### config.mk
export PLATFORM = sky130hd
export DESIGN_NAME = decode_stage_flat
export DESIGN_NICKNAME = d
export VERILOG_FILES = /design/src/rtl/cpu_pkg.sv /design/src/rtl/decode_stage_if.sv /design/src/rtl/register_file.sv /design/src/rtl/decode_stage.sv /design/src/flat_wrapper.sv
export SDC_FILE = /design/constraint.sdc
export NUM_CORES = 1
export LEC_CHECK = 0
export BUFFER_PORTS_ARGS = -buffer_cell sky130_fd_sc_hd__buf_2
export CAP_MARGIN = 10
export CORE_UTILIZATION = 63
export CTS_BUF_LIST = sky130_fd_sc_hd__clkbuf_8
export DETAILED_ROUTE_END_ITERATION = 10
export PLACE_DENSITY = 0.84
export SLEW_MARGIN = 25
export SYNTH_ARGS = -nofsm -noshare
export SYNTH_HDL_FRONTEND = slang
export SYNTH_SLANG_ARGS = --single-unit
### constraint.sdc
create_clock -name clk -period 2.65 [get_ports clk]
set_input_delay 0.53 -clock clk [delete_from_list [all_inputs] [get_ports clk]]
set_output_delay 0.53 -clock clk [all_outputs]
set_load 0.1 [all_outputs]
### src/rtl/cpu_pkg.sv
`default_nettype none
// ============================================================================
// Module      : cpu_pkg
// Description : Shared opcodes, control-word layout and aluOp encodings.
// Revision    : 1.0 - initial release
// ============================================================================
package cpu_pkg;
    localparam int c_XLEN    = 16;
    localparam int c_REG_AW  = 4;
    localparam int c_NUM_REG = 16;

    localparam logic [3:0] c_OP_NOP   = 4'h0;
    localparam logic [3:0] c_OP_ADD   = 4'h1;
    localparam logic [3:0] c_OP_SUB   = 4'h2;
    localparam logic [3:0] c_OP_AND   = 4'h3;
    localparam logic [3:0] c_OP_OR    = 4'h4;
    localparam logic [3:0] c_OP_XOR   = 4'h5;
    localparam logic [3:0] c_OP_SLL   = 4'h6;
    localparam logic [3:0] c_OP_SRL   = 4'h7;
    localparam logic [3:0] c_OP_LOAD  = 4'h8;
    localparam logic [3:0] c_OP_STORE = 4'h9;
    localparam logic [3:0] c_OP_VADD  = 4'hA;

    localparam int c_BIT_VWRE   = 9;
    localparam int c_BIT_LOAD   = 8;
    localparam int c_BIT_WRE    = 7;
    localparam int c_BIT_MEMWE  = 6;
    localparam int c_WBSEL_LSB  = 4;
    localparam int c_ALUOP_LSB  = 0;

    localparam logic [1:0] c_WB_ALU  = 2'b00;
    localparam logic [1:0] c_WB_MEM  = 2'b01;
    localparam logic [1:0] c_WB_VEC  = 2'b10;

    localparam logic [3:0] c_ALU_ADD  = 4'b0000;
    localparam logic [3:0] c_ALU_SUB  = 4'b0001;
    localparam logic [3:0] c_ALU_AND  = 4'b0010;
    localparam logic [3:0] c_ALU_OR   = 4'b0011;
    localparam logic [3:0] c_ALU_XOR  = 4'b0100;
    localparam logic [3:0] c_ALU_SLL  = 4'b0101;
    localparam logic [3:0] c_ALU_SRL  = 4'b0110;
    localparam logic [3:0] c_ALU_VADD = 4'b0111;

    // Only defined opcodes read registers, so only they can suffer a load-use hazard.
    function automatic logic op_is_defined(input logic [3:0] op);
        return (op != c_OP_NOP) && (op <= c_OP_VADD);
    endfunction

    function automatic logic [15:0] decode_ctrl(input logic [3:0] op);
        logic [15:0] ctrl;
        ctrl = '0;
        case (op)
            c_OP_ADD:   begin ctrl[c_BIT_WRE] = 1'b1; ctrl[c_ALUOP_LSB +: 4] = c_ALU_ADD; end
            c_OP_SUB:   begin ctrl[c_BIT_WRE] = 1'b1; ctrl[c_ALUOP_LSB +: 4] = c_ALU_SUB; end
            c_OP_AND:   begin ctrl[c_BIT_WRE] = 1'b1; ctrl[c_ALUOP_LSB +: 4] = c_ALU_AND; end
            c_OP_OR:    begin ctrl[c_BIT_WRE] = 1'b1; ctrl[c_ALUOP_LSB +: 4] = c_ALU_OR;  end
            c_OP_XOR:   begin ctrl[c_BIT_WRE] = 1'b1; ctrl[c_ALUOP_LSB +: 4] = c_ALU_XOR; end
            c_OP_SLL:   begin ctrl[c_BIT_WRE] = 1'b1; ctrl[c_ALUOP_LSB +: 4] = c_ALU_SLL; end
            c_OP_SRL:   begin ctrl[c_BIT_WRE] = 1'b1; ctrl[c_ALUOP_LSB +: 4] = c_ALU_SRL; end
            c_OP_LOAD: begin
                ctrl[c_BIT_WRE]          = 1'b1;
                ctrl[c_BIT_LOAD]         = 1'b1;
                ctrl[c_WBSEL_LSB +: 2]   = c_WB_MEM;
                ctrl[c_ALUOP_LSB +: 4]   = c_ALU_ADD;
            end
            c_OP_STORE: begin
                ctrl[c_BIT_MEMWE]        = 1'b1;
                ctrl[c_ALUOP_LSB +: 4]   = c_ALU_ADD;
            end
            c_OP_VADD: begin
                ctrl[c_BIT_VWRE]         = 1'b1;
                ctrl[c_WBSEL_LSB +: 2]   = c_WB_VEC;
                ctrl[c_ALUOP_LSB +: 4]   = c_ALU_VADD;
            end
            default:    ctrl = '0;
        endcase
        return ctrl;
    endfunction
endpackage
`default_nettype wire

### src/rtl/decode_stage_if.sv
`default_nettype none
// ============================================================================
// Module      : decode_stage_if
// Description : Pipeline-side signal bundle of the decode stage.
// Revision    : 1.0 - initial release
// ============================================================================
interface decode_stage_if;
    import cpu_pkg::*;

    logic [c_XLEN-1:0]   instr_fetch;
    logic                flush;
    logic                load_execute;
    logic [c_REG_AW-1:0] rd_execute;
    logic                wb_we;
    logic [c_REG_AW-1:0] wb_rd;
    logic [c_XLEN-1:0]   wb_data;
    logic [c_XLEN-1:0]   nop_mux_output;
    logic [c_XLEN-1:0]   srcA;
    logic [c_XLEN-1:0]   srcB;
    logic [c_REG_AW-1:0] rs1_decode;
    logic [c_REG_AW-1:0] rs2_decode;
    logic [c_REG_AW-1:0] rd_decode;
    logic                stall_fetch;

    modport master (
        output instr_fetch, flush, load_execute, rd_execute, wb_we, wb_rd, wb_data,
        input  nop_mux_output, srcA, srcB, rs1_decode, rs2_decode, rd_decode, stall_fetch
    );

    modport slave (
        input  instr_fetch, flush, load_execute, rd_execute, wb_we, wb_rd, wb_data,
        output nop_mux_output, srcA, srcB, rs1_decode, rs2_decode, rd_decode, stall_fetch
    );
endinterface
`default_nettype wire

### src/rtl/register_file.sv
`default_nettype none
// ============================================================================
// Module      : register_file
// Description : 16x16 register file, 2 read / 1 write, R0 = 0, write bypass.
// Revision    : 1.0 - initial release
// ============================================================================
module register_file
    import cpu_pkg::*;
(
    input  wire logic                clk,
    input  wire logic                reset,
    input  wire logic [c_REG_AW-1:0] i_rs1_addr,
    input  wire logic [c_REG_AW-1:0] i_rs2_addr,
    output logic      [c_XLEN-1:0]   o_rs1_data,
    output logic      [c_XLEN-1:0]   o_rs2_data,
    input  wire logic                i_we,
    input  wire logic [c_REG_AW-1:0] i_wr_addr,
    input  wire logic [c_XLEN-1:0]   i_wr_data
);
    logic [c_XLEN-1:0] r_regs [c_NUM_REG];
    logic              w_wr_en;

    assign w_wr_en = i_we && (i_wr_addr != '0);

    always_ff @(posedge clk) begin
        if (reset) begin
            for (int i = 0; i < c_NUM_REG; i++) begin
                r_regs[i] <= '0;
            end
        end else if (w_wr_en) begin
            r_regs[i_wr_addr] <= i_wr_data;
        end
    end

    // Same-cycle writeback wins over the stored value so decode sees fresh data.
    always_comb begin
        o_rs1_data = '0;
        o_rs2_data = '0;
        if (i_rs1_addr != '0) begin
            o_rs1_data = (w_wr_en && (i_wr_addr == i_rs1_addr)) ? i_wr_data : r_regs[i_rs1_addr];
        end
        if (i_rs2_addr != '0) begin
            o_rs2_data = (w_wr_en && (i_wr_addr == i_rs2_addr)) ? i_wr_data : r_regs[i_rs2_addr];
        end
    end
endmodule
`default_nettype wire

### src/rtl/decode_stage.sv
`default_nettype none
// ============================================================================
// Module      : decode_stage
// Description : IF/ID register, opcode decode, register read, load-use stall.
// Revision    : 1.0 - initial release
// ============================================================================
module decode_stage
    import cpu_pkg::*;
(
    input  wire logic      clk,
    input  wire logic      reset,
    decode_stage_if.slave  bus
);
    logic [c_XLEN-1:0]   r_instr_id;
    logic [3:0]          w_opcode;
    logic [c_REG_AW-1:0] w_rd;
    logic [c_REG_AW-1:0] w_rs1;
    logic [c_REG_AW-1:0] w_rs2;
    logic                w_stall;
    logic [c_XLEN-1:0]   w_ctrl;

    assign w_opcode = r_instr_id[15:12];
    assign w_rd     = r_instr_id[11:8];
    assign w_rs1    = r_instr_id[7:4];
    assign w_rs2    = r_instr_id[3:0];

    assign w_stall = bus.load_execute
                  && (bus.rd_execute != '0)
                  && ((bus.rd_execute == w_rs1) || (bus.rd_execute == w_rs2))
                  && op_is_defined(w_opcode);

    // Flush outranks stall so a taken branch can squash a stalled instruction.
    always_ff @(posedge clk) begin
        if (reset) begin
            r_instr_id <= '0;
        end else if (bus.flush) begin
            r_instr_id <= '0;
        end else if (!w_stall) begin
            r_instr_id <= bus.instr_fetch;
        end
    end

    assign w_ctrl             = decode_ctrl(w_opcode);
    assign bus.nop_mux_output = w_stall ? '0 : w_ctrl;
    assign bus.stall_fetch    = w_stall;
    assign bus.rs1_decode     = w_rs1;
    assign bus.rs2_decode     = w_rs2;
    assign bus.rd_decode      = w_rd;

    register_file u_register_file (
        .clk        (clk),
        .reset      (reset),
        .i_rs1_addr (w_rs1),
        .i_rs2_addr (w_rs2),
        .o_rs1_data (bus.srcA),
        .o_rs2_data (bus.srcB),
        .i_we       (bus.wb_we),
        .i_wr_addr  (bus.wb_rd),
        .i_wr_data  (bus.wb_data)
    );
endmodule
`default_nettype wire

### src/flat_wrapper.sv
// flat-port wrapper written by rule: the top's interface ports become plain ports
module decode_stage_flat import cpu_pkg::*;
  (clk, reset, bus_instr_fetch, bus_flush, bus_load_execute, bus_rd_execute, bus_wb_we, bus_wb_rd, bus_wb_data, bus_nop_mux_output, bus_srcA, bus_srcB, bus_rs1_decode, bus_rs2_decode, bus_rd_decode, bus_stall_fetch);
  decode_stage_if bus_i ();
  input  wire logic clk;
  input  wire logic reset;
  input wire logic [$bits(bus_i.instr_fetch)-1:0] bus_instr_fetch;
  input wire logic [$bits(bus_i.flush)-1:0] bus_flush;
  input wire logic [$bits(bus_i.load_execute)-1:0] bus_load_execute;
  input wire logic [$bits(bus_i.rd_execute)-1:0] bus_rd_execute;
  input wire logic [$bits(bus_i.wb_we)-1:0] bus_wb_we;
  input wire logic [$bits(bus_i.wb_rd)-1:0] bus_wb_rd;
  input wire logic [$bits(bus_i.wb_data)-1:0] bus_wb_data;
  output wire logic [$bits(bus_i.nop_mux_output)-1:0] bus_nop_mux_output;
  output wire logic [$bits(bus_i.srcA)-1:0] bus_srcA;
  output wire logic [$bits(bus_i.srcB)-1:0] bus_srcB;
  output wire logic [$bits(bus_i.rs1_decode)-1:0] bus_rs1_decode;
  output wire logic [$bits(bus_i.rs2_decode)-1:0] bus_rs2_decode;
  output wire logic [$bits(bus_i.rd_decode)-1:0] bus_rd_decode;
  output wire logic [$bits(bus_i.stall_fetch)-1:0] bus_stall_fetch;
  assign bus_i.instr_fetch = bus_instr_fetch;
  assign bus_i.flush = bus_flush;
  assign bus_i.load_execute = bus_load_execute;
  assign bus_i.rd_execute = bus_rd_execute;
  assign bus_i.wb_we = bus_wb_we;
  assign bus_i.wb_rd = bus_wb_rd;
  assign bus_i.wb_data = bus_wb_data;
  assign bus_nop_mux_output = bus_i.nop_mux_output;
  assign bus_srcA = bus_i.srcA;
  assign bus_srcB = bus_i.srcB;
  assign bus_rs1_decode = bus_i.rs1_decode;
  assign bus_rs2_decode = bus_i.rs2_decode;
  assign bus_rd_decode = bus_i.rd_decode;
  assign bus_stall_fetch = bus_i.stall_fetch;
  decode_stage u_core (.clk(clk), .reset(reset), .bus(bus_i));
endmodule
# Word-level counts from Yosys, hierarchy flattened
# Memories as Yosys holds them, arrays and structs flattened. A register that Yosys moved wholly into a read port is not among the register bits.
# Cells that the tools add are included.
op_classes:
  magnitude_cmp: 1
  eq_ne: 14
  mux: 23
  n_reduce_logical: 16
op_table:
  columns: ["cell", "count"]
  rows:
  - ["$mux W16", 5]
  - ["$pmux W3 S7", 1]
  - ["$mux W4", 5]
  - ["$reduce_bool A4 Y1", 5]
  - ["$eq A4 B3 Y1 const B", 4]
  - ["$eq A4 B4 Y1", 4]
  - ["$reduce_or A16 Y1", 1]
  - ["$eq A4 B4 Y1 const B", 3]
  - ["$mux W1", 10]
  - ["$mux W10", 1]
  - ["$eq A4 B2 Y1 const B", 2]
  - ["$reduce_or A8 Y1", 1]
  - ["$logic_and A1 B1 Y1", 7]
  - ["$eq A4 B1 Y1 const B", 1]
  - ["$le A4 B4 Y1 const B", 1]
  - ["$pmux W2 S2", 1]
  - ["$reduce_or A2 Y1", 1]
  - ["$logic_or A1 B1 Y1", 1]
totals:
  ff_bits: 16
  mem_bits_rw: 256
  inputBits: 45
  wordCells: 56
  mem_count: 1
memory_table:
  columns: ["name", "depth", "word_bits", "rd", "rd_ports_with_merged_regs", "write_ports", "line", "text"]
  rows:
  - ["u_core.u_register_file.r_regs", 16, 16, 2, 2, 16, "register_file.sv:20", "logic [c_XLEN-1:0] r_regs [c_NUM_REG];"]

# Longest topological paths before layout
logic_depth:
  word_depth: 7
  ltp_mapped: 7

# Cells and area by module
# Synthesis repeated with hierarchy kept, for this count alone.
unflattened:
  cells_unflattened: 1178
  area_unflattened_um2: 15204.6
by_module_without_submodules:
  columns: ["module", "instances", "cells_each", "area_each_um2"]
  rows:
  - ["register_file", 1, 1049, 14152.3]
  - ["decode_stage", 1, 129, 1052.3]

# Worst setup path after synthesis
# OpenSTA, ideal clock, no wires.
synth_path:
  path_type: "input -> output"
  startpoint: "in bus_rd_execute[0]"
  endpoint: "out bus_nop_mux_output[6]"
  arrival_ps: 3412
  t_required_ps: 2120
  setup_slack_ps: -1292
  path_stages: 4
  path_cell_list: "o41ai_1 > a21oi_1 > clkbuf_1 > nor3b_1"
synth_between:
  elab_chain_cells: 5
synth_lines:
  columns: ["element", "line", "text"]
  rows:
  - ["start, declared", "flat_wrapper.sv:10", "input wire logic [$bits(bus_i.rd_execute)-1:0] bus_rd_execute;"]
  - ["$eq A4 B4 Y1 or $reduce_bool A4 Y1 (tied branches)", "decode_stage.sv:29, decode_stage.sv:28", null]
  - ["$logic_or A1 B1 Y1 or $logic_and A1 B1 Y1 (tied branches)", "decode_stage.sv:29, decode_stage.sv:28", null]
  - ["$logic_and A1 B1 Y1 (*)", "decode_stage.sv:29", "&& ((bus.rd_execute == w_rs1) || (bus.rd_execute == w_rs2))"]
  - ["$logic_and A1 B1 Y1 (*)", "decode_stage.sv:30", "&& op_is_defined(w_opcode);"]
  - ["$mux W10 (*)", "decode_stage.sv:44", "assign bus.nop_mux_output = w_stall ? '0 : w_ctrl;"]
  - ["end, declared", "flat_wrapper.sv:14", "output wire logic [$bits(bus_i.nop_mux_output)-1:0] bus_nop_mux_output;"]
# Mark *: on every way between the ends. The rest lies on a longest branch, timed or not.

==> flow_summary.toml <==
[status]
status = "finished, violations left"
violations = "setup timing"

[drt]
final_antenna_net_count = 0
wl_met3_um = 7290
routed-wl-met2_um = 22900
dr.pass1.iters = 8
drc_errors = 0
route.vias.total = 11236
viasPerCell = 7.23
wl_per_cell_um = 31.4
dr.max_layer_used = "met4"
drt-met1-wl_um = 15000
routed_wirelength_um = 48900
drtIter0Drc = 2008

[yosys]
avgSynthCellArea_um2 = 14.7
synth_top_area_frac = 0.505
synthArstFlopShare = 0
synth_top_area_cell = "edfxtp_1"
yosysSeqAreaShare = 0.536
synth_cell_types = 43
synth-seq-cells = 280
yosysWarnings = 0
synthCells = 1038
synth_edf_count = 256
synth_area_leaders = "edfxtp_1 50%, mux4_2 11%, and2_1 9.9%"
synth_top_flop_cell = "edfxtp_1"
netlist_area_um2 = 15200

[worst_setup_path]
reg2reg_depth = 7
cp_slowest_cell = "mux4_2"
cp_cell_sequence = "buf_12 > buf_12 > buf_16 > buf_12 > mux4_2 > a22oi_1 > nand2_1 > a22o_2 > buf_12"
critPathLaunchType = "register"
critPathCaptureType = "output port"
slowest_delay_ps = 490
critical_path_class = "register to output port"
crit_required_ps = 2120
crit_top_cell = "buf_12"
cp.arrival_ps = 2820
endpoint = "bus_srcA[6]"
r2r_setup_slack_ps = 550
regToRegStartpoint = "u_core.r_instr_id[6]$_SDFFE_PP0N_"
r2r_end = "u_core.r_instr_id[7]$_SDFFE_PP0N_"
cp_max_fo = 6

[cts]
cts_tree = "done"
clockBufferDepth = 3
root_buffer = "clkbuf_8"
cts-htree-levels = 2
clk_latency_ps = 580
clk_pin_slew_ps = 70
numCtsBuffers = 45
hold_buffers = 0
cts_num_sinks = 280

[placement]
placed_area_um2 = 16700
gp_congestion = 0.869
hpwl_um = 25900
port_buffers = 98

[timing]
setup_ws_ps = -697
hold_violations = 0
rsz0062_at_grt = "yes"
final.min_clock_period_ps = 3350
slew_headroom = 0.528
fmax_mhz = 299
tightest_slew_ps = 707
fin_skew_ps = 30.0
setup_viol = 34
slew_viol_final = 0
timing.final.crit_share = 1.26

[grt]
grt.overflow.total = 0
grt_max_degree = 47
grt_usage = 0.383
grt_pass1_vias = 11246
grt_pass1_wl_um = 67300
antenna_found_initial = 0

[worst_hold_path]
hp-class = "input port to register"
min_path_cells = 3

[cells_and_area]
drive_gt1_frac = 0.406
antenna_cells = 0
finalCoreUtilization = 0.782
final_area_um2 = 18500
syn_to_final_growth_pct = 21.3
fillers = 1134
nNetsFinal = 1246

[floorplanning]
die_h_um = 157
start_util = 0.645
die_w_um = 157
core_um2 = 23600
pin_count = 106
core.rowCount = 56
dieArea_um2 = 24800

[power_and_ir_drop]
ir_drop_mv = 0.296
powerDensity_nw_per_um2 = 611
p_leak_nw = 6.65

[flow_run]
drv_cap = 0
## critical path: cells and delay by family (launching register included)
kind | cells | cell delay, ps
mux | 1 | 490
flops | 1 | 390
compound gates | 2 | 560
simple gates | 1 | 100
buf+inv | 5 | 680
## per-stage QoR
step                setup TNS [ps]  hold WS (ps)  cells  power, W  setup slack, ps
floorplan                    -2480           438   1060   0.00666             -577
global placement                 0           442   1438   0.00729             2.69
detailed placement            -143           455   1438   0.00736            -42.1
CTS                         -13580           208   1541    0.0110             -493
global route                -16920           232   1554    0.0115             -676
finish                      -15820           219   1554    0.0113             -697
## final cells by class
type	count	area [µm²]	share of cell area
flip-flops and latches	280	8180	0.443
multi-input cells	669	6730	0.365
repair buffers	205	2320	0.126
clock buffers	47	647	0.0350
well taps	319	399	0.0216
clock inverters	34	191	0.0104
## registers in the layout, summed over array words and instances (netlist names), named ones only
| name | count |
|---|---|
| u_core.u_register_file.r_regs | 256 |
| u_core.r_instr_id | 16 |
## synthesized netlist by cell type (4+ instances only)
| master | count |
|---|---|
| edfxtp_1 | 256 |
| and2_1 | 242 |
| mux4_2 | 75 |
| nand2_1 | 67 |
| a22oi_1 | 64 |
| mux4_1 | 52 |
| clkbuf_1 | 51 |
| a22o_1 | 32 |
| buf_4 | 32 |
| dfxtp_1 | 24 |
| nor2_1 | 21 |
| or2_2 | 15 |
| mux2i_1 | 12 |
| xnor2_1 | 12 |
| buf_2 | 8 |
| nor2b_1 | 7 |
| buf_1 | 6 |
| nand4_1 | 6 |
| buf_12 | 5 |
| buf_6 | 5 |
| nor3_1 | 5 |
| o21ai_0 | 5 |
| xor2_1 | 4 |
## layer usage
metal / global-route usage / vias up
li1: - / 4258
met1: 0.459 / 5355
met2: 0.619 / 1297
met3: 0.0966 / 326
met4: 0.251 / 0
met5: 0 / -
## layout by cell type (no fill, tap or decap), drive strengths merged, types with 15 or more instances in the layout
cell and n:
a22o 32, a22oi 64, and2 242, buf 204, clkbuf 48, clkinv 15
conb 23, dfxtp 24, edfxtp 256, inv 16, mux4 128, nand2 67
nor2 23, or2 15
## what timing repair did
action / CTS / global route
pin swaps: 67 / 28
cloned: 6 / 1
hold endpoints to repair: 0 / 0
setup endpoints to repair: 42 / 42
buffers inserted: 20 / 17
resized for setup: 149 / 51
## report_power, final
group / switching [W] / internal, W
Combinational: 0.00148 / 0.000960
Sequential: 0.000184 / 0.00508
Clock: 0.00173 / 0.00184
Total: 0.00340 / 0.00788
## cell families after synthesis
logic type                share of synthesized area
AOI/OAI and AO/OA                            0.0554
xor gates and xnor gates                    0.00920
buffers and inverters                        0.0455
DFF                                           0.536
muxes                                         0.210
other                                      0.000246
and+or+nand+nor                               0.143
## worst min path at each step
| stage | from | to | slack, ps |
|---|---|---|---|
| floorplan | u_core.r_instr_id[10]$_SDFFE_PP0N_ | u_core.r_instr_id[10]$_SDFFE_PP0N_ | 440 |
| global placement | u_core.r_instr_id[10]$_SDFFE_PP0N_ | u_core.r_instr_id[10]$_SDFFE_PP0N_ | 440 |
| detailed placement | u_core.r_instr_id[10]$_SDFFE_PP0N_ | u_core.r_instr_id[10]$_SDFFE_PP0N_ | 460 |
| CTS | bus_instr_fetch[14] | u_core.r_instr_id[14]$_SDFFE_PP0N_ | 210 |
| global route | bus_instr_fetch[10] | u_core.r_instr_id[10]$_SDFFE_PP0N_ | 230 |
| finish | bus_instr_fetch[12] | u_core.r_instr_id[12]$_SDFFE_PP0N_ | 220 |
Note: power is estimated with default switching activity, not from simulation.
